--- src/rtl/fifo_pkg.sv ---
// fifo_pkg: shared constants, read-mode enum and pointer-width helper
// for the parametrised synchronous FIFO family.
package fifo_pkg;

    localparam int DEF_DATA_W = 16;
    localparam int DEF_DEPTH  = 16;

    typedef enum logic {
        STD  = 1'b0,
        FWFT = 1'b1
    } rd_mode_e;

    // Pointers carry one extra wrap bit beyond the RAM address.
    function automatic int ptr_w(input int depth);
        return $clog2(depth) + 1;
    endfunction

endpackage

--- src/rtl/fifo_sdp_ram.sv ---
// fifo_sdp_ram: DEPTH x DATA_W simple dual-port RAM, one write port and
// one registered read port; contents are not reset so a vendor macro fits.
module fifo_sdp_ram #(
    parameter int DATA_W = 16,
    parameter int DEPTH  = 16,
    parameter int AW     = $clog2(DEPTH)
) (
    input  logic              clk,
    input  logic              we_i,
    input  logic [AW-1:0]     waddr_i,
    input  logic [DATA_W-1:0] wdata_i,
    input  logic              re_i,
    input  logic [AW-1:0]     raddr_i,
    output logic [DATA_W-1:0] rdata_o
);

    logic [DATA_W-1:0] mem_q [DEPTH];
    logic [DATA_W-1:0] rdata_q;

    always_ff @(posedge clk) begin
        if (we_i) begin
            mem_q[waddr_i] <= wdata_i;
        end
    end

    always_ff @(posedge clk) begin
        if (re_i) begin
            rdata_q <= mem_q[raddr_i];
        end
    end

    assign rdata_o = rdata_q;

endmodule

--- src/rtl/sync_fifo_param.sv ---
// sync_fifo_param: parametrised single-clock FIFO with level, threshold flags
// and sticky errors; define SYNC_FIFO_FWFT_EN for first-word-fall-through reads.
module sync_fifo_param
    import fifo_pkg::*;
#(
    parameter int DATA_W    = DEF_DATA_W,
    parameter int DEPTH     = DEF_DEPTH,
    parameter int AFULL_TH  = DEPTH - 2,
    parameter int AEMPTY_TH = 2
) (
    input  logic                     clk,
    input  logic                     rst,
    input  logic                     wr_en,
    input  logic [DATA_W-1:0]        wr_data,
    input  logic                     rd_en,
    output logic [DATA_W-1:0]        rd_data,
    output logic                     rd_valid,
    output logic                     full,
    output logic                     empty,
    output logic                     almost_full,
    output logic                     almost_empty,
    output logic [ptr_w(DEPTH)-1:0]  level,
    output logic                     overflow,
    output logic                     underflow
);

    localparam int PW = ptr_w(DEPTH);
    localparam int AW = PW - 1;

`ifdef SYNC_FIFO_FWFT_EN
    localparam rd_mode_e MODE = FWFT;
`else
    localparam rd_mode_e MODE = STD;
`endif

    logic [PW-1:0]     wptr_q, wptr_d;
    logic [PW-1:0]     rptr_q, rptr_d;
    logic [PW-1:0]     level_q, level_d;
    logic              valid_q, valid_d;
    logic              seen_q, seen_d;
    logic              ovf_q, ovf_d;
    logic              udf_q, udf_d;

    logic              wr_acc;
    logic              rd_acc;
    logic              ram_re;
    logic [PW-1:0]     ram_cnt;
    logic [DATA_W-1:0] ram_q;

    // Words sitting in the RAM, not counting the FWFT output word.
    assign ram_cnt = wptr_q - rptr_q;

    always_comb begin
        full   = (level_q == PW'(DEPTH));
`ifdef SYNC_FIFO_FWFT_EN
        empty  = !valid_q;
`else
        empty  = (level_q == '0);
`endif
        wr_acc = wr_en && !full;
        rd_acc = rd_en && !empty;
    end

    always_comb begin
`ifdef SYNC_FIFO_FWFT_EN
        // Refill the output word whenever it is free or being consumed.
        ram_re  = (ram_cnt != '0) && (!valid_q || rd_acc);
        valid_d = ram_re || (valid_q && !rd_acc);
`else
        ram_re  = rd_acc;
        valid_d = rd_acc;
`endif
        wptr_d  = wptr_q + PW'(wr_acc);
        rptr_d  = rptr_q + PW'(ram_re);
        level_d = level_q + PW'(wr_acc) - PW'(rd_acc);
        seen_d  = seen_q || ram_re;
        ovf_d   = ovf_q || (wr_en && full);
        udf_d   = udf_q || (rd_en && empty);
    end

    always_ff @(posedge clk) begin
        if (rst) begin
            wptr_q  <= '0;
            rptr_q  <= '0;
            level_q <= '0;
            valid_q <= 1'b0;
            seen_q  <= 1'b0;
            ovf_q   <= 1'b0;
            udf_q   <= 1'b0;
        end else begin
            wptr_q  <= wptr_d;
            rptr_q  <= rptr_d;
            level_q <= level_d;
            valid_q <= valid_d;
            seen_q  <= seen_d;
            ovf_q   <= ovf_d;
            udf_q   <= udf_d;
        end
    end

    fifo_sdp_ram #(
        .DATA_W (DATA_W),
        .DEPTH  (DEPTH),
        .AW     (AW)
    ) u_ram (
        .clk     (clk),
        .we_i    (wr_acc),
        .waddr_i (wptr_q[AW-1:0]),
        .wdata_i (wr_data),
        .re_i    (ram_re),
        .raddr_i (rptr_q[AW-1:0]),
        .rdata_o (ram_q)
    );

    // RAM read register is not reset, so mask it until a word was fetched.
    assign rd_data      = seen_q ? ram_q : '0;
    assign rd_valid     = valid_q;
    assign level        = level_q;
    assign almost_full  = (level_q >= PW'(AFULL_TH));
    assign almost_empty = (level_q <= PW'(AEMPTY_TH));
    assign overflow     = ovf_q;
    assign underflow    = udf_q;

    a_level_ptrs: assert property (@(posedge clk) disable iff (rst)
        level_q == ram_cnt + ((MODE == FWFT) ? PW'(valid_q) : '0));

    a_fwft_valid: assert property (@(posedge clk) disable iff (rst)
        (MODE == FWFT) |-> (rd_valid == !empty));

endmodule

--- config.mk ---
export PLATFORM = sky130hd
export DESIGN_NAME = sync_fifo_param
export DESIGN_NICKNAME = d
export VERILOG_FILES = /design/src/rtl/fifo_pkg.sv /design/src/rtl/fifo_sdp_ram.sv /design/src/rtl/sync_fifo_param.sv
export SDC_FILE = /design/constraint.sdc
export NUM_CORES = 1
export LEC_CHECK = 0
export ABC_CLOCK_PERIOD_IN_PS = 5900
export CAP_MARGIN = 20
export CORE_MARGIN = 5
export CORE_UTILIZATION = 50
export DETAILED_ROUTE_END_ITERATION = 10
export PLACE_DENSITY = 0.71
export SLEW_MARGIN = 30
export SYNTH_ARGS = -nofsm -noshare
export SYNTH_HDL_FRONTEND = slang
export SYNTH_SLANG_ARGS = --single-unit
--- constraint.sdc ---
create_clock -name clk -period 5.9 [get_ports clk]
set_input_delay 0.885 -clock clk [delete_from_list [all_inputs] [get_ports clk]]
set_output_delay 0.885 -clock clk [all_outputs]
set_load 0.05 [all_outputs]
==> flow_summary_export.csv, run 1 <==
group,metric,value,unit
pwr,p_total,5.64,mW
flow_run,drv_cap,0,
hold_path,hold_depth,2,
cts,cts_tree,"built",
drt,dr.pass1.iters,5,
floorplan,ios,48,
timing,tightestPinTransition,0.975,ns
setup_path,cp_top_family,"buffers and inverters",
place,gp_congestion,0.817,
place,place_ws,2.51,ns
timing,max_freq,280,MHz
cts,cts_hold_buf,0,
timing,holdWs,0.474,ns
yosys,synth_common_cells,"272 x edfxtp_1, 36 x mux4_2, 32 x a22oi_1",
pwr,combPwrFrac,0.196,
yosys,yosysTopAreaCellShare,0.725,
setup_path,cp_max_fo,5,
drt,via_count,5467,
yosys,syn_area,11300,sq um
yosys,synth_seq_cells,289,
drt,ant_nets,0,
cts,cts_max_path_buffers,3,
setup_path,end_kind,"output pin",
setup_path,slowest_stage,"clkdlybuf4s50_1",
yosys,synth_top_cell_by_area,"edfxtp_1",
hold_path,hold_class,"register to register",
floorplan,core,22400,sq um
timing,rsz0062_at_grt,"no",
floorplan,fp.dieW,160,um
cts,clk_latency,0.55,ns
yosys,synthesis.nets,572,
setup_path,required,5.02,ns
drt,wl_per_cell,25.7,um
cells_and_area,area_growth,16.8,%
yosys,yosysSeqAreaShare,0.755,
timing,finClkSkew,0.0251,ns
yosys,yosysMostFrequentCell,"edfxtp_1",
setup_path,crit_cells,4,
cells_and_area,drive_gt1_frac,0.179,
setup_path,critPathArrivalTime,2.69,ns
cts,clock_sinks,289,
cts,postCtsSetupRepairBufs,0,
setup_path,crit_buf_inv,2,
pwr,power_frac_clock,0.351,
pwr,p_per_area,429,nW/um^2
timing,setup_viol,0,
yosys,synth-edff-count,272,
drt,totalWireLength,23.6,mm
pwr,peakVddDrop,0.000318,V
yosys,synthArstFlopShare,0,
drt,drt_iter0_drc,468,
timing,final.setup.worst_slack,2.32,ns
pwr,pwr-share-seq,0.453,
yosys,synth.distinct_cells,32,
grt,track_usage,0.185,
drt,viasPerCell,5.96,
setup_path,critical_path_class,"register to output pin",
cts,cts_root_buffer,"clkbuf_16",
setup_path,crit_chain,"inv_1 -> ha_1 -> nor4b_1 -> clkdlybuf4s50_1",
cells_and_area,nets,646,
cts,clk_pin_slew,0.06,ns
timing,period_share,0.606,
pwr,p_int,4.16,mW
setup_path,critical-path-max-stage-delay,0.93,ns
place,numPortBuffers,47,
timing,hold_violations,0,
pwr,netSwitchingFraction,0.262,
floorplan,die_h,160,um
cts,cts_resized,0,
yosys,netlist_instances,536,
timing,relSlewSlack,0.349,
timing,post-route-min-period,3.58,ns
yosys,avgSynthCellArea,21.0,sq um
timing,tns,0,ns
place,dp_hpwl,14.0,mm
pwr,switching_power,1.48,mW
cts,cts_made_buffers,29,
grt,grt_max_degree,43,
floorplan,start_util,0.502,
grt,grt_pass1_vias,5689,
yosys,ys.flop_type,"edfxtp_1",
cells_and_area,fill_cells,1577,
grt,grt_antenna_before_repair,0,
pwr,leakage,4.30,nW
floorplan,fp-row-count,55,
yosys,synth_warnings,0,
drt,drc,0,
yosys,synthTopCellsByArea,"edfxtp_1 73%, mux4_2 7.2%, mux4_1 6.5%, dfxtp_1 3.0%, a22oi_1 2.1%",
grt,grt_pass1_wl,35.8,mm
cts,h-tree-depth,1,
run_status,status,"completed",
cells_and_area,n_antenna_cell,0,
timing,drv_slew,0,
floorplan,fp.dieArea,25600,sq um
setup_path,reg2regPathDepth,13,
grt,overflow,0,
setup_path,crit_path_start_kind,"register",
-- cells by family after synthesis --
family | after synthesis | synth area share
compound gates | 42 | 0.0260
xor+xnor | 6 | 0.00466
mux | 64 | 0.137
flops | 289 | 0.755
simple gates | 86 | 0.0393
fa+ha+maj | 16 | 0.0184
buf+inv | 33 | 0.0191
-- layer usage --
| layer | routed length [um] | track usage | up-vias |
|---|---|---|---|
| li1 | - | - | 2356 |
| met1 | 9920 | 0.258 | 2881 |
| met2 | 12100 | 0.314 | 197 |
| met3 | 1230 | 0.0292 | 33 |
| met4 | 367 | 0.0418 | 0 |
| met5 | 0 | 0 | - |
-- final cells by class --
cell class,count,area [sq um],share of cell area
clock buffers,30,729,0.0554
clock inverters,24,320,0.0243
inverters,8,30.0,0.00228
multi-input cells,214,2570,0.195
flip-flops and latches,289,8520,0.647
well taps,285,357,0.0271
repair buffers,68,636,0.0483
-- metrics by stage --
stage | cells | util | cell area [sq um]
floorplan | 536 | - | 11300
global placement | 863 | 0.539 | 12100
detailed placement | 864 | 0.540 | 12100
CTS | 918 | 0.586 | 13200
global route | 918 | 0.587 | 13200
finish | 918 | 0.587 | 13200
-- placed cells by master (no fill, tap or decap), drive strengths merged --
| master | instances |
|---|---|
| a21oi | 6 |
| a22oi | 32 |
| and2 | 17 |
| and4bb | 1 |
| buf | 21 |
| bufinv | 8 |
| clkbuf | 30 |
| clkdlybuf4s50 | 47 |
| clkinv | 14 |
| clkinvlp | 1 |
| dfxtp | 17 |
| edfxtp | 272 |
| fa | 1 |
| ha | 15 |
| inv | 9 |
| mux4 | 64 |
| nand2 | 18 |
| nand2b | 4 |
| nand3 | 3 |
| nand3b | 2 |
| nor2 | 24 |
| nor2b | 10 |
| nor3 | 4 |
| nor4b | 1 |
| o21a | 1 |
| o21ai | 3 |
| or3 | 2 |
| xnor2 | 2 |
| xor2 | 4 |
-- state kept, by name, indices dropped and copies added, names as in the netlist --
name and count:
u_ram.mem_q 256, u_ram.rdata_o 16, seen_q 1, rd_valid 1, level 5, underflow 1
overflow 1, rptr_q 4, wptr_q 4
-- power groups by stage --
| stage | registers (mW) | logic (mW) | clock network, mW |
|---|---|---|---|
| 2_1_floorplan | 2.53 | 0.847 | 0 |
| 3_3_place_gp | 2.59 | 1.09 | 0 |
| 3_5_place_dp | 2.60 | 1.11 | 0 |
| 4_1_cts | 2.56 | 1.12 | 2.01 |
| 5_1_grt | 2.58 | 1.18 | 2.11 |
| 6_report | 2.56 | 1.11 | 1.98 |
-- final timing paths --
kind	start	endpoint	slack [ns]
setup / recovery	level[2]$_SDFF_PP0_	empty	2.32
hold / removal	underflow$_SDFF_PP0_	underflow$_SDFF_PP0_	0.47
setup reg to reg	level[2]$_SDFF_PP0_	level[4]$_SDFF_PP0_	2.69
hold reg to reg	underflow$_SDFF_PP0_	underflow$_SDFF_PP0_	0.47
-- worst min-delay path, stage by stage (launching register included) --
cell and delay [ns]:
dfxtp_1 0.33, a21oi_1 0.04, nor2_1 0.07
Power figures use the tool's default switching activity.
==> run 2, diff against run 1 <==
- ABC_CLOCK_PERIOD_IN_PS: 5900 -> 3400
- clock period: 5.9 -> 3.4 ns (I/O delays scaled with it)
==> run 2 against run 1 <==
  * Combinational power rose by 84%
  * Worst setup slack lost 1.8 ns
  * Flip-flop and latch count stayed put
  * Final area fell by 0.94%
  * Clock power up 48%
  * Via count down 1.2%
  * Cell count increased by 0.22%
  * Utilization is 0.55 points lower
  * Clock skew decreased by 0.014 ns
  * Hold slack gained 0.0026 ns
  * Die area unchanged
  * Critical path type unchanged
  * Largest cell class unchanged
  * Largest power group unchanged
  * Highest routed layer unchanged
==> flow_summary_export.csv, run 2 (synthesized netlist as in run 1, its figures left out) <==
group,metric,value,unit
run_status,status,"completed",
cells_and_area,area_growth,15.7,%
setup_path,critPathArrivalTime,2.34,ns
grt,grt_pass1_vias,5716,
cts,cts_resized,0,
setup_path,crit_path_start_kind,"register",
hold_path,hold_class,"register to register",
timing,period_share,0.838,
grt,grt_antenna_before_repair,0,
cells_and_area,final_cell_area,13000,sq um
timing,max_freq,351,MHz
cts,h-tree-depth,1,
setup_path,required,2.89,ns
cells_and_area,multiInputGateArea,2580,sq um
drt,viasPerCell,5.87,
cts,cts_max_path_buffers,3,
floorplan,die_h,160,um
pwr,peakVddDrop,0.000342,V
cells_and_area,nets,649,
setup_path,cp_max_fo,5,
timing,post-route-min-period,2.85,ns
setup_path,reg2regPathDepth,12,
flow_run,drv_cap,0,
floorplan,fp-row-count,55,
grt,grt_pass1_wl,34.7,mm
cts,postCtsSetupRepairBufs,0,
pwr,p_total,9.34,mW
cts,clock_sinks,289,
drt,dr_wl_met3,1.19,mm
timing,holdWs,0.477,ns
place,dp_hpwl,13.9,mm
grt,overflow,0,
cells_and_area,seqCellArea,8510,sq um
drt,dr.pass1.iters,5,
cells_and_area,n_antenna_cell,0,
drt,ant_nets,0,
timing,tightestPinTransition,0.763,ns
timing,hold_violations,0,
place,place_ws,0.611,ns
cells_and_area,top_register,"u_ram.mem_q",
timing,rsz0062_at_grt,"no",
floorplan,fp.dieW,160,um
floorplan,ios,48,
timing,setup_viol,0,
place,placed_area,12200,sq um
cts,cts_made_buffers,28,
drt,drc,0,
cells_and_area,postLayoutCoreUtil,0.581,
floorplan,start_util,0.502,
cts,clk_latency,0.53,ns
timing,final.setup.worst_slack,0.552,ns
pwr,leakage,4.25,nW
setup_path,critical_path_class,"register to output pin",
drt,wl_per_cell,24.6,um
cts,cts_hold_buf,0,
drt,routed.top_layer,"met4",
timing,relSlewSlack,0.488,
cells_and_area,final_common_cell,"edfxtp_1",
cells_and_area,fill_cells,1625,
drt,met1Wirelength,9.44,mm
pwr,p_per_area,716,nW/um^2
hold_path,hold_depth,2,
drt,totalWireLength,22.7,mm
grt,track_usage,0.177,
floorplan,core,22400,sq um
timing,drv_slew,0,
place,numPortBuffers,47,
setup_path,end_kind,"output pin",
cells_and_area,largest_reg_flops,256,
cts,cts_tree,"built",
drt,drt_iter0_drc,444,
timing,finClkSkew,0.0114,ns
cts,clk_pin_slew,0.06,ns
cells_and_area,final_cell_mix,"272 x edfxtp_1, 47 x clkdlybuf4s50_1, 36 x mux4_2",
drt,via_count,5400,
floorplan,fp.dieArea,25600,sq um
drt,dr_wl_met2,11.4,mm
place,gp_congestion,0.814,
cts,cts_root_buffer,"clkbuf_16",
grt,grt_max_degree,32,
cells_and_area,drive_gt1_frac,0.169,
run 2: changes by cell type in the layout (fill, tap and decap cells not counted), moves of 2 or more:
cell	before	now
clkinv_1	8	10
bufinv_16	8	2
buf_12	0	2
buf_4	20	23
clkbuf_1	1	6
run 2: worst paths after layout:
check	start	endpoint	slack (ns)
setup / recovery	level[2]$_SDFF_PP0_	empty	0.55
hold / removal	underflow$_SDFF_PP0_	underflow$_SDFF_PP0_	0.48
setup reg to reg	level[2]$_SDFF_PP0_	level[4]$_SDFF_PP0_	0.59
hold reg to reg	underflow$_SDFF_PP0_	underflow$_SDFF_PP0_	0.48
run 2: layout make-up:
cell class	count	share of cell area
flip-flops and latches	289	0.653
multi-input cells	214	0.198
clock inverters	17	0.00941
inverters	8	0.00230
well taps	285	0.0274
repair buffers	72	0.0524
clock buffers	35	0.0574
run 2: where the power goes:
group | leakage, nW | switching [mW] | internal (mW) | total, mW
clock | 0.428 | 1.23 | 1.70 | 2.93
combinational | 1.22 | 1.09 | 0.952 | 2.04
sequential | 2.61 | 0.211 | 4.16 | 4.37
total | 4.25 | 2.53 | 6.81 | 9.34
run 2: worst max-delay path, cell delays in order, from the launching register on:
cell             delay (ns)
dfxtp_1                0.36
inv_1                  0.13
ha_1                   0.20
nor4b_4                0.26
clkdlybuf4s50_1        0.86
run 2: layer usage:
metal / track usage / vias up
met4: 0.0563 / 0
met5: 0 / -
met1: 0.248 / 2820
met3: 0.0201 / 42
li1: - / 2358
met2: 0.296 / 180
run 2: stage by stage:
step	cells	setup TNS [ns]
final	920	0
after global routing	920	0
after CTS	920	0
after detailed placement	868	0
after global placement	868	0
after floorplan	536	-0.0267
==> run 3, diff against run 2 <==
- ABC_CLOCK_PERIOD_IN_PS: 3400 -> 2900
- clock period: 3.4 -> 2.9 ns (I/O delays scaled with it)
==> run 3 against run 2 <==
  * Final area hardly changed
  * Via count is 1.6% lower
  * Global-route usage is 0.54 points lower
  * Worst setup slack worse by 0.45 ns
  * Wire length is 3.4% lower
  * Utilization hardly changed
  * Non-clock buffer count is 1 lower
  * Die area stayed put
  * Clock skew is 0.0020 ns lower
  * Combinational power is 21% higher
  * Total power is 15% higher
  * Clock power is 12% higher
  * Highest routed layer unchanged
==> flow_summary_export.csv, run 3 (synthesized netlist as in run 1, its figures left out) <==
group,metric,value,unit
timing,finClkSkew,0.00943,ns
timing,period_share,0.966,
pwr,netSwitchingFraction,0.272,
timing,rsz0062_at_grt,"no",
timing,post-route-min-period,2.80,ns
floorplan,fp.dieW,160,um
drt,dr.pass1.iters,4,
grt,grt_max_degree,66,
cells_and_area,area_growth,15.7,%
flow_run,drv_cap,0,
timing,relSlewSlack,0.435,
pwr,leakage,4.23,nW
cells_and_area,final_cell_mix,"272 x edfxtp_1, 47 x clkdlybuf4s50_1, 36 x mux4_2",
pwr,switching_power,2.92,mW
grt,grt_antenna_before_repair,1,
cells_and_area,largest_reg_flops,256,
floorplan,fp-row-count,55,
pwr,p_total,10.8,mW
setup_path,crit_path_start_kind,"register",
place,dp_hpwl,12.4,mm
timing,tns,0,ns
drt,viasPerCell,5.79,
floorplan,ios,48,
run_status,status,"completed",
pwr,pwr-share-seq,0.467,
timing,tightestPinTransition,0.848,ns
floorplan,fp.dieArea,25600,sq um
drt,wl_per_cell,23.9,um
pwr,p_int,7.83,mW
cts,postCtsSetupRepairBufs,0,
drt,totalWireLength,21.9,mm
cts,cts_root_buffer,"clkbuf_16",
setup_path,critPathArrivalTime,2.37,ns
cells_and_area,nets,648,
timing,max_freq,357,MHz
place,dp.cells,867,
grt,grt_pass1_wl,33.5,mm
cts,cts_made_buffers,28,
cells_and_area,fill_cells,1606,
pwr,power_frac_clock,0.305,
grt,grt_pass1_vias,5674,
pwr,combPwrFrac,0.229,
timing,setup_viol,0,
hold_path,hold_class,"register to register",
floorplan,start_util,0.502,
drt,drc,0,
cts,clock_sinks,289,
pwr,p_per_area,825,nW/um^2
place,gp_congestion,0.763,
setup_path,end_kind,"output pin",
floorplan,core,22400,sq um
timing,drv_slew,0,
cells_and_area,n_antenna_cell,0,
cells_and_area,final_common_cell,"edfxtp_1",
drt,drt_iter0_drc,352,
timing,holdWs,0.482,ns
cts,clk_pin_slew,0.06,ns
cts,cts_hold_buf,0,
pwr,peakVddDrop,0.000539,V
cts,h-tree-depth,1,
floorplan,die_h,160,um
cells_and_area,instances_no_fill,917,
cells_and_area,drive_gt1_frac,0.169,
drt,ant_nets,0,
grt,overflow,0,
cts,cts_max_path_buffers,3,
grt,track_usage,0.172,
place,numPortBuffers,47,
drt,via_count,5313,
timing,hold_violations,0,
cts,cts_resized,0,
cells_and_area,top_register,"u_ram.mem_q",
cts,clk_latency,0.54,ns
cells_and_area,postLayoutCoreUtil,0.581,
setup_path,required,2.47,ns
setup_path,critical_path_class,"register to output pin",
cts,cts_tree,"built",
setup_path,cp_max_fo,4,
[run 3: cell types whose count changed in the layout (fill, tap and decap cells not counted), moves of 2 or more]
cell	delta
buf_12	+3
buf_4	-4
bufinv_16	-2
clkbuf_1	+3
clkbuf_8	+3
clkinv_1	-4
clkinv_2	-3
dfxtp_1	-2
dfxtp_2	+2
[run 3: metrics by stage]
step	setup WS, ns	area (sq um)
final	0.0973	13000
after global routing	0.0196	13000
after CTS	0.0775	13000
after detailed placement	0.245	12200
after global placement	0.318	12200
after floorplan	-0.294	11300
[run 3: worst max-delay path, cell delays in order (launching register included)]
cell and delay, ns:
dfxtp_2 0.34, inv_1 0.12, ha_1 0.19, nor4b_4 0.30
clkdlybuf4s50_1 0.88
[run 3: final cells by class]
class | count | area [sq um] | area share
clock inverter | 10 | 56.3 | 0.00432
sequential | 289 | 8520 | 0.653
multi-input combinational | 214 | 2580 | 0.198
tap | 285 | 357 | 0.0274
clock buffer | 40 | 776 | 0.0595
inverter | 8 | 30.0 | 0.00230
timing repair buffer | 71 | 713 | 0.0547
[run 3: path summary, 6_finish.rpt]
path / startpoint / end / slack [ns] / cells past startpoint
max reg2reg: level[2]$_SDFF_PP0_ / level[4]$_SDFF_PP0_ / 0.22 / 12
max: level[3]$_SDFF_PP0_ / empty / 0.1 / 4
min: underflow$_SDFF_PP0_ / underflow$_SDFF_PP0_ / 0.48 / 2
min reg2reg: underflow$_SDFF_PP0_ / underflow$_SDFF_PP0_ / 0.48 / 2
[run 3: power groups by stage]
stage | clock network [mW] | registers [mW] | logic [mW]
final | 3.28 | 5.02 | 2.46
after global routing | 3.52 | 5.04 | 2.64
after CTS | 3.34 | 5.02 | 2.49
after detailed placement | 0 | 5.11 | 2.48
after global placement | 0 | 5.09 | 2.44
after floorplan | 0 | 5.16 | 1.75
[run 3: routing by layer]
metal	track usage	vias up	wire (um)
met5	0	-	0
met4	0.0399	0	324
met3	0.0237	31	1370
met2	0.297	176	11200
met1	0.235	2755	9010
li1	-	2351	-
